$ cat src/rtl/conv_1d_pkg.sv
// Shared types and constants for the conv_1d stream path.
package conv_1d_pkg;

  localparam int unsigned CONV_DATA_WIDTH = 8;

  typedef enum logic {
    IDLE = 1'b0,
    SEND = 1'b1
  } tx_state_t;

endpackage

$ cat src/rtl/conv_1d_fifo.sv
// Show-ahead synchronous FIFO; the head entry is visible while the FIFO is not empty.
module conv_1d_fifo
  import conv_1d_pkg::*;
#(
  parameter int unsigned DATA_WIDTH = CONV_DATA_WIDTH,
  parameter int unsigned DEPTH      = 16
) (
  input  logic                       clk,
  input  logic                       rst,
  input  logic                       push,
  input  logic [DATA_WIDTH-1:0]      push_data,
  input  logic                       pop,
  output logic [DATA_WIDTH-1:0]      head,
  output logic                       full,
  output logic                       empty,
  output logic [$clog2(DEPTH):0]     count
);

  localparam int unsigned AW = $clog2(DEPTH);
  localparam int unsigned CW = AW + 1;

  logic [DATA_WIDTH-1:0] mem_q [DEPTH];
  logic [AW-1:0]         wr_ptr_q, wr_ptr_d;
  logic [AW-1:0]         rd_ptr_q, rd_ptr_d;
  logic [CW-1:0]         count_q, count_d;
  logic                  do_push, do_pop;

  assign full    = (count_q == CW'(DEPTH));
  assign empty   = (count_q == '0);
  assign count   = count_q;
  assign head    = mem_q[rd_ptr_q];
  assign do_push = push && !full;
  assign do_pop  = pop && !empty;

  // Pointers wrap naturally because DEPTH is a power of two.
  always_comb begin
    wr_ptr_d = wr_ptr_q;
    rd_ptr_d = rd_ptr_q;
    count_d  = count_q;
    if (do_push) wr_ptr_d = wr_ptr_q + AW'(1);
    if (do_pop)  rd_ptr_d = rd_ptr_q + AW'(1);
    case ({do_push, do_pop})
      2'b10:   count_d = count_q + CW'(1);
      2'b01:   count_d = count_q - CW'(1);
      default: count_d = count_q;
    endcase
  end

  always_ff @(posedge clk) begin
    if (rst) begin
      wr_ptr_q <= '0;
      rd_ptr_q <= '0;
      count_q  <= '0;
    end else begin
      wr_ptr_q <= wr_ptr_d;
      rd_ptr_q <= rd_ptr_d;
      count_q  <= count_d;
    end
  end

  // Storage carries no reset; validity is tracked by count_q.
  always_ff @(posedge clk) begin
    if (do_push) mem_q[wr_ptr_q] <= push_data;
  end

endmodule

$ cat src/rtl/conv_1d_stream_tx.sv
// Frames samples from a local FIFO into a valid/ready stream toward conv_1d,
// emitting frame_len samples per start request with last/done marking.
module conv_1d_stream_tx
  import conv_1d_pkg::*;
#(
  parameter int unsigned DATA_WIDTH = CONV_DATA_WIDTH,
  parameter int unsigned DEPTH      = 16,
  parameter int unsigned LEN_WIDTH  = 8
) (
  input  logic                    clk,
  input  logic                    rst,
  input  logic [DATA_WIDTH-1:0]   wr_data,
  input  logic                    wr_vld,
  output logic                    wr_rdy,
  input  logic [LEN_WIDTH-1:0]    frame_len,
  input  logic                    start,
  output logic                    busy,
  output logic [DATA_WIDTH-1:0]   signal_data,
  output logic                    signal_vld,
  output logic                    signal_last,
  input  logic                    signal_rdy,
  output logic                    frame_done,
  output logic [$clog2(DEPTH):0]  fifo_count
);

  tx_state_t             state_q, state_d;
  logic [LEN_WIDTH-1:0]  remaining_q, remaining_d;
  logic                  frame_done_q, frame_done_d;
  logic                  fifo_full, fifo_empty, fifo_push, fifo_pop;

  assign wr_rdy     = !fifo_full;
  assign fifo_push  = wr_vld && !fifo_full;
  assign busy       = (state_q == SEND);
  assign frame_done = frame_done_q;

  conv_1d_fifo #(
    .DATA_WIDTH (DATA_WIDTH),
    .DEPTH      (DEPTH)
  ) u_fifo (
    .clk       (clk),
    .rst       (rst),
    .push      (fifo_push),
    .push_data (wr_data),
    .pop       (fifo_pop),
    .head      (signal_data),
    .full      (fifo_full),
    .empty     (fifo_empty),
    .count     (fifo_count)
  );

  // Stream outputs depend only on flops, so they hold steady under backpressure.
  always_comb begin
    state_d      = state_q;
    remaining_d  = remaining_q;
    frame_done_d = 1'b0;
    signal_vld   = 1'b0;
    signal_last  = 1'b0;
    fifo_pop     = 1'b0;
    case (state_q)
      IDLE: begin
        if (start && (frame_len != '0)) begin
          state_d     = SEND;
          remaining_d = frame_len;
        end
      end
      SEND: begin
        signal_vld  = !fifo_empty;
        signal_last = signal_vld && (remaining_q == LEN_WIDTH'(1));
        fifo_pop    = signal_vld && signal_rdy;
        if (fifo_pop) begin
          remaining_d = remaining_q - LEN_WIDTH'(1);
          if (signal_last) begin
            state_d      = IDLE;
            frame_done_d = 1'b1;
          end
        end
      end
      default: state_d = IDLE;
    endcase
  end

  always_ff @(posedge clk) begin
    if (rst) begin
      state_q      <= IDLE;
      remaining_q  <= '0;
      frame_done_q <= 1'b0;
    end else begin
      state_q      <= state_d;
      remaining_q  <= remaining_d;
      frame_done_q <= frame_done_d;
    end
  end

endmodule

$ cat config.mk
export PLATFORM = sky130hd
export DESIGN_NAME = conv_1d_stream_tx
export DESIGN_NICKNAME = d
export VERILOG_FILES = /design/src/rtl/conv_1d_pkg.sv /design/src/rtl/conv_1d_fifo.sv /design/src/rtl/conv_1d_stream_tx.sv
export SDC_FILE = /design/constraint.sdc
export NUM_CORES = 1
export LEC_CHECK = 0
export BUFFER_PORTS_ARGS = -buffer_cell sky130_fd_sc_hd__buf_2
export CAP_MARGIN = 30
export CORE_MARGIN = 1.5
export CORE_UTILIZATION = 50
export DETAILED_ROUTE_END_ITERATION = 7
export GPL_ROUTABILITY_DRIVEN = 0
export PLACE_DENSITY = 0.68
export SKIP_LAST_GASP = 1
export SYNTH_ARGS = -nofsm -noshare
export SYNTH_HDL_FRONTEND = slang
export SYNTH_SLANG_ARGS = --single-unit
$ cat constraint.sdc
create_clock -name clk -period 3 [get_ports clk]
set_input_delay 0 -clock clk [delete_from_list [all_inputs] [get_ports clk]]
set_output_delay 0 -clock clk [all_outputs]
set_load 0.01 [all_outputs]
==> qor.txt, run 1 <==
Clock Power Share: 39.9%
first-pass GRT wire length: 20,090 um
port buffer count: 38
syn_area_per_cell: 16.85 sq um
max-cap violations: 0
R2R depth: 10
crit-path max FO: 11
r2r endpoint: u_fifo.count[4]$_SDFFE_PP0P_
Remaining Overflow, GRT: 0
initial DRC count: 285
sw frac: 22.18%
Endpoint, Worst Hold: busy$_SDFF_PP0_
cell area after layout: 7651 sq um
Vias: 3,696
Clock Sinks: 155
cell count after synthesis: 384
Worst Setup Start Kind: flip-flop
number of synthesized flops with an enable pin: 128
met1 Use GR: 29.47%
synth top area cells: edfxtp_1 59%, mux4_2 14%, dfxtp_1 8.4%
Routed WL: 13,140 um
cts bufs inserted: 17
core region area: 12,620 sq um
outcome: complete, no violations
measured slew at the worst slew-check pin: 0.9027 ns
Final setup viols: 0
gr usage total: 20.89%
crit-path max cell delay: 0.60 ns
sw power: 1.090 mW
DP Area: 6934 sq um
Yosys top cell area share: 59.42%
Max Freq: 0.3651 GHz
met3 Use GR: 5.034%
GR peak layer: met2
syn nets: 416
Synth Register Bits: 155
number of distinct library cells after synthesis: 45
hold depth: 4
top_reg_cell synth: edfxtp_1
Post-DP HPWL: 8398 um
die extent in y: 116.7 um
htree depth: 4
Cell Int Power: 3.822 mW
Critical path buffers and inverters: 1
drt pass-1 iters: 4
Logic pwr share: 10.4%
Die Width: 116.7 um
layout filler cell count: 974
Max-slew headroom: 39.55%
Max rail drop VDD: 0.3169 mV
Post-synth top cells: 128 x edfxtp_1, 40 x mux4_2, 28 x nor2_1, 27 x dfxtp_1, 17 x a21oi_1
setup TNS: 0 ns
Starting Density: 51.26%
R2R Setup Slk: 0.26 ns
CTS clk-pin slew, worst paths: 0.06 ns
area occupied by multi-input gates: 1919 sq um
Routed WL per cell: 20.53 um
Crit Path Class: flip-flop to flip-flop
Antenna Cells: 0
Leakage: 2.566 nW
root buf cell: clkbuf_16
min-delay src: signal_rdy
total design power: 4.912 mW
Synth async-reset ratio: 0%
Cell Area, Synth: 6469 sq um
setup slack at placement: 0.1727 ns
Worst Path Arrival: 3.04 ns
CP max stage cell: or4_4
pwr dens: 642.0 nW/um^2
met2 Usage GRT: 30.92%
row cnt: 41
FF-to-FF Start: u_fifo.count[2]$_SDFFE_PP0P_
Remaining DRCs: 0
nature of the critical path endpoint: flip-flop
initial antenna violation count: 0
Sequential Power Share: 49.6%
CTS Buffer Depth: 2
clock skew: 0.006212 ns
Post-CTS Setup Bufs: 0
top-count cell post-synth: edfxtp_1
CTS tree: yes
Seq/Total Area, Yosys: 67.78%
via/cell ratio: 5.775
io pins: 39
largest net degree at the start of global routing: 35
fin crit period: 2.739 ns
crit share post-route: 91.29%
CP top delay family: compound AO/OA/AOI/OAI gates
fin worst setup slack: 0.2614 ns
Hold Fails Final Rpt: 0
CP most frequent cell: a211o_1
number of global-route vias before repair: 3,619
layout cell share with drive strength beyond 1: 28.21%
leading area contributor after synthesis: edfxtp_1
YS warnings: 0
max-slew violations: 0
clk_lat worst skew: 0.41 ns
antenna-violating nets left: 0
FF+latch area: 4385 sq um
Layout Nets: 489
synth-to-layout area growth: 18.28%
Worst Path Required: 3.30 ns
Die ar.: 13,630 sq um
worst path cell trace: or4_4 -> o211ai_4 -> inv_1 -> ha_2 -> xor2_1 -> ha_1 -> a211o_1 -> a21oi_1 -> a211o_1 -> nand3_1
worst hold path class: input port to flip-flop
RSZ-0062 raised after global routing: false
==> area by class of cell <==
| class | count | share of cell area, % |
|---|---|---|
| Clock buffer | 18 | 5.609 |
| Clock inverter | 12 | 1.406 |
| Inverter | 12 | 0.5887 |
| Multi-Input combinational cell | 193 | 25.09 |
| Sequential cell | 155 | 57.32 |
| Tap cell | 172 | 2.813 |
| Timing Repair Buffer | 78 | 7.179 |
==> state kept, by name, indices dropped and copies added, names as in the netlist, named ones only <==
register         count
remaining_q          8
u_fifo.wr_ptr_q      4
u_fifo.mem_q       128
busy                 1
frame_done           1
u_fifo.rd_ptr_q      4
u_fifo.count         5
==> worst max path at each step <==
stage,from,endpoint,slack (ns),cells after the start
after global routing,u_fifo.count[2]$_SDFFE_PP0P_,u_fifo.count[2]$_SDFFE_PP0P_,0.06,10
after global placement,u_fifo.count[2]$_SDFFE_PP0P_,u_fifo.count[4]$_SDFFE_PP0P_,0.28,10
final,u_fifo.count[2]$_SDFFE_PP0P_,u_fifo.count[4]$_SDFFE_PP0P_,0.26,10
after floorplan,u_fifo.count[2]$_SDFFE_PP0P_,u_fifo.count[4]$_SDFFE_PP0P_,0.16,10
after detailed placement,u_fifo.count[2]$_SDFFE_PP0P_,u_fifo.count[4]$_SDFFE_PP0P_,0.17,10
after CTS,u_fifo.count[2]$_SDFFE_PP0P_,u_fifo.count[2]$_SDFFE_PP0P_,0.17,10
==> kinds of logic (layout without fill, tap and decap cells) <==
family	count (synthesis)	in the layout	share of synthesized area, %
compound gates	49	49	5.474
xor+xnor	8	8	1.083
fa+ha+maj	11	11	2.128
buf+inv	36	120	2.592
flops	155	155	67.78
mux	43	43	14.39
simple gates	82	82	6.557
==> metrics by stage <==
stage | instances | utilization (%) | hold WS [ns]
2_1_floorplan | 384 | - | 0.09887
3_3_place_gp | 590 | 54.80 | 0.3185
3_5_place_dp | 592 | 54.95 | 0.3209
4_1_cts | 639 | 60.55 | 0.006148
5_1_grt | 640 | 60.63 | 0.07332
6_report | 640 | 60.63 | 0.02019
==> worst reg2reg max path, stage by stage (launching register included) <==
cell      delay, ns
dfxtp_1        0.40
or4_4          0.60
o211ai_4       0.18
inv_1          0.13
ha_2           0.26
xor2_1         0.17
ha_1           0.23
a211o_1        0.28
a21oi_1        0.20
a211o_1        0.12
nand3_1        0.06
==> metal layers <==
metal / up-vias / part of all wire, % / wire (um)
met5: - / 0 / 0
met4: 0 / 2.0 / 268
met3: 24 / 5.8 / 760
met2: 142 / 48 / 6344
met1: 1852 / 44 / 5763
li1: 1678 / - / -
==> repair_timing <==
action                     CTS  global route
hold buffers                17             0
gates resized for setup      0             1
setup endpoints to repair    0             2
hold endpoints to repair   137             0
==> power by group through the flow <==
stage | clock network (mW) | registers [mW] | logic [mW]
after floorplan | 0 | 2.47 | 0.347
after global placement | 0 | 2.48 | 0.483
after detailed placement | 0 | 2.48 | 0.495
after CTS | 1.99 | 2.44 | 0.515
after global routing | 2.08 | 2.45 | 0.563
final | 1.96 | 2.44 | 0.513
==> layout by cell type, fill, tap and decap left out, types with 4 or more instances in the layout <==
| cell type | n |
|---|---|
| nand2b_1 | 9 |
| o32ai_1 | 7 |
| ha_1 | 10 |
| xor2_1 | 5 |
| mux4_2 | 40 |
| edfxtp_1 | 128 |
| buf_4 | 21 |
| dlygate4sd3_1 | 17 |
| nand3_1 | 5 |
| clkbuf_16 | 17 |
| clkinv_1 | 6 |
| dfxtp_1 | 26 |
| nor3_1 | 9 |
| nand2_1 | 11 |
| buf_2 | 38 |
| o21ai_0 | 4 |
| inv_1 | 12 |
| a21oi_1 | 17 |
| nor2_1 | 28 |
(Power assumes the default switching activity.)
==> run 2, diff against run 1 <==
- SETUP_SLACK_MARGIN: default -> 0.4
==> run 2 against run 1 <==
Non-clock buffer count decreased by 4. Via count decreased by 2.8%. Total power increased by 5.0%. Flip-flop and latch count unchanged. Combinational power increased by 2%. Setup slack improved by 0.20 ns. Register-to-register slack improved by 0.20 ns. Design area increased by 1.4%. Clock-buffer cell count increased by 3. First-iteration DRC count decreased by 14%. Critical path depth unchanged. Critical path type unchanged. Routed wire length decreased by 4.0%.
==> qor.txt, run 2 (synthesis gave the netlist of run 1 again) <==
worst hold path class: input port to flip-flop
layout cell share with drive strength beyond 1: 30.69%
Vias: 3,594
Worst Setup Start Kind: flip-flop
die extent in y: 116.7 um
CTS Buffer Depth: 2
nature of the critical path endpoint: flip-flop
Critical path buffers and inverters: 1
Worst Path Required: 3.34 ns
Largest Register: u_fifo.mem_q
Antenna Cells: 0
Routed WL per cell: 19.77 um
total design power: 5.155 mW
root buf cell: clkbuf_16
R2R Setup Slk: 0.46 ns
pwr dens: 664.3 nW/um^2
Largest register FFs: 128
most frequent cells in the layout: 128 x edfxtp_1, 40 x mux4_2, 38 x buf_2
first-pass GRT wire length: 19,500 um
Layout Nets: 485
row cnt: 41
gr usage total: 20.28%
CP max stage cell: or4_4
cell area after layout: 7760 sq um
Hold Fails Final Rpt: 0
max-slew violations: 0
io pins: 39
Remaining Overflow, GRT: 0
crit share post-route: 84.61%
antenna-violating nets left: 0
layout filler cell count: 949
Die Width: 116.7 um
measured slew at the worst slew-check pin: 0.8764 ns
port buffer count: 38
crit-path max FO: 11
RSZ-0062 raised after global routing: true
Hold Slack: 0.06931 ns
max-cap violations: 0
CTS clk-pin slew, worst paths: 0.06 ns
drt pass-1 iters: 4
crit-path max cell delay: 0.55 ns
outcome: complete, no violations
setup TNS: 0 ns
cts bufs inserted: 17
via/cell ratio: 5.633
Starting Density: 51.26%
Max rail drop VDD: 0.3890 mV
initial antenna violation count: 0
CTS tree: yes
Worst Path Arrival: 2.88 ns
worst path cell trace: or4_4 -> o211ai_4 -> inv_4 -> ha_4 -> xor2_1 -> ha_2 -> a21oi_2 -> xnor2_1 -> or3_1 -> a21oi_2
core region area: 12,620 sq um
htree depth: 4
clock skew: 0.007757 ns
Post-DP HPWL: 8044 um
synth-to-layout area growth: 19.96%
Max Freq: 0.3940 GHz
number of global-route vias before repair: 3,699
fin crit period: 2.538 ns
CP most frequent cell: a21oi_2
final core occ: 61.49%
Crit Path Class: flip-flop to flip-flop
fin worst setup slack: 0.4616 ns
Routed WL: 12,620 um
most common cell after layout, fill and taps aside: edfxtp_1
placed insts: 587
initial DRC count: 246
Leakage: 2.569 nW
Die ar.: 13,630 sq um
post-route insts no fill: 638
Remaining DRCs: 0
DP Area: 6943 sq um
clk_lat worst skew: 0.41 ns
largest net degree at the start of global routing: 35
Final setup viols: 0
setup slack at placement: 0.3264 ns
Max-slew headroom: 41.36%
CP top delay family: simple AND/OR/NAND/NOR gates
Clock Sinks: 155
run 2: layout make-up:
class,count,area (sq um),area share (%)
Timing Repair Buffer,74,518.0,6.675
Clock buffer,21,440.4,5.676
Sequential cell,155,4392,56.59
Inverter,12,47.55,0.6127
Clock inverter,11,170.2,2.193
Multi-Input combinational cell,193,1977,25.48
Tap cell,172,215.2,2.773
run 2: timing repair:
action	CTS	global route
setup buffers	1	0
hold endpoints to repair	138	0
setup endpoints to repair	3	2
pin swaps	1	2
gates resized for setup	4	3
hold buffers	18	0
run 2: worst paths after layout:
check,from,endpoint,depth (start not counted)
setup / recovery,u_fifo.count[2]$_SDFFE_PP0P_,u_fifo.count[2]$_SDFFE_PP0P_,10
hold reg to reg,remaining_q[7]$_SDFFE_PP0P_,remaining_q[7]$_SDFFE_PP0P_,2
hold / removal,rst,u_fifo.rd_ptr_q[0]$_SDFFE_PP0N_,2
setup reg to reg,u_fifo.count[2]$_SDFFE_PP0P_,u_fifo.count[2]$_SDFFE_PP0P_,10
run 2: power breakdown:
part	internal, mW	leakage [nW]	total (mW)	switching [mW]
clock	1.39	0.277	2.18	0.795
sequential	2.39	1.38	2.45	0.0578
combinational	0.249	0.913	0.522	0.273
run 2: worst reg2reg max path: stages, from the launching register on:
cell and delay (ns):
dfxtp_4 0.38, or4_4 0.55, o211ai_4 0.21, inv_4 0.09
ha_4 0.20, xor2_1 0.16, ha_2 0.23, a21oi_2 0.04
xnor2_1 0.13, or3_1 0.34, a21oi_2 0.12
run 2: metal layers:
layer  GRT usage (%)  share of wire [%]  vias to the layer above
li1                -                  -                     1672
met1           24.33                 42                     1801
met2           34.74                 51                      102
met3           5.605                4.9                       19
met4           8.434                2.2                        0
met5               0                  0                        -
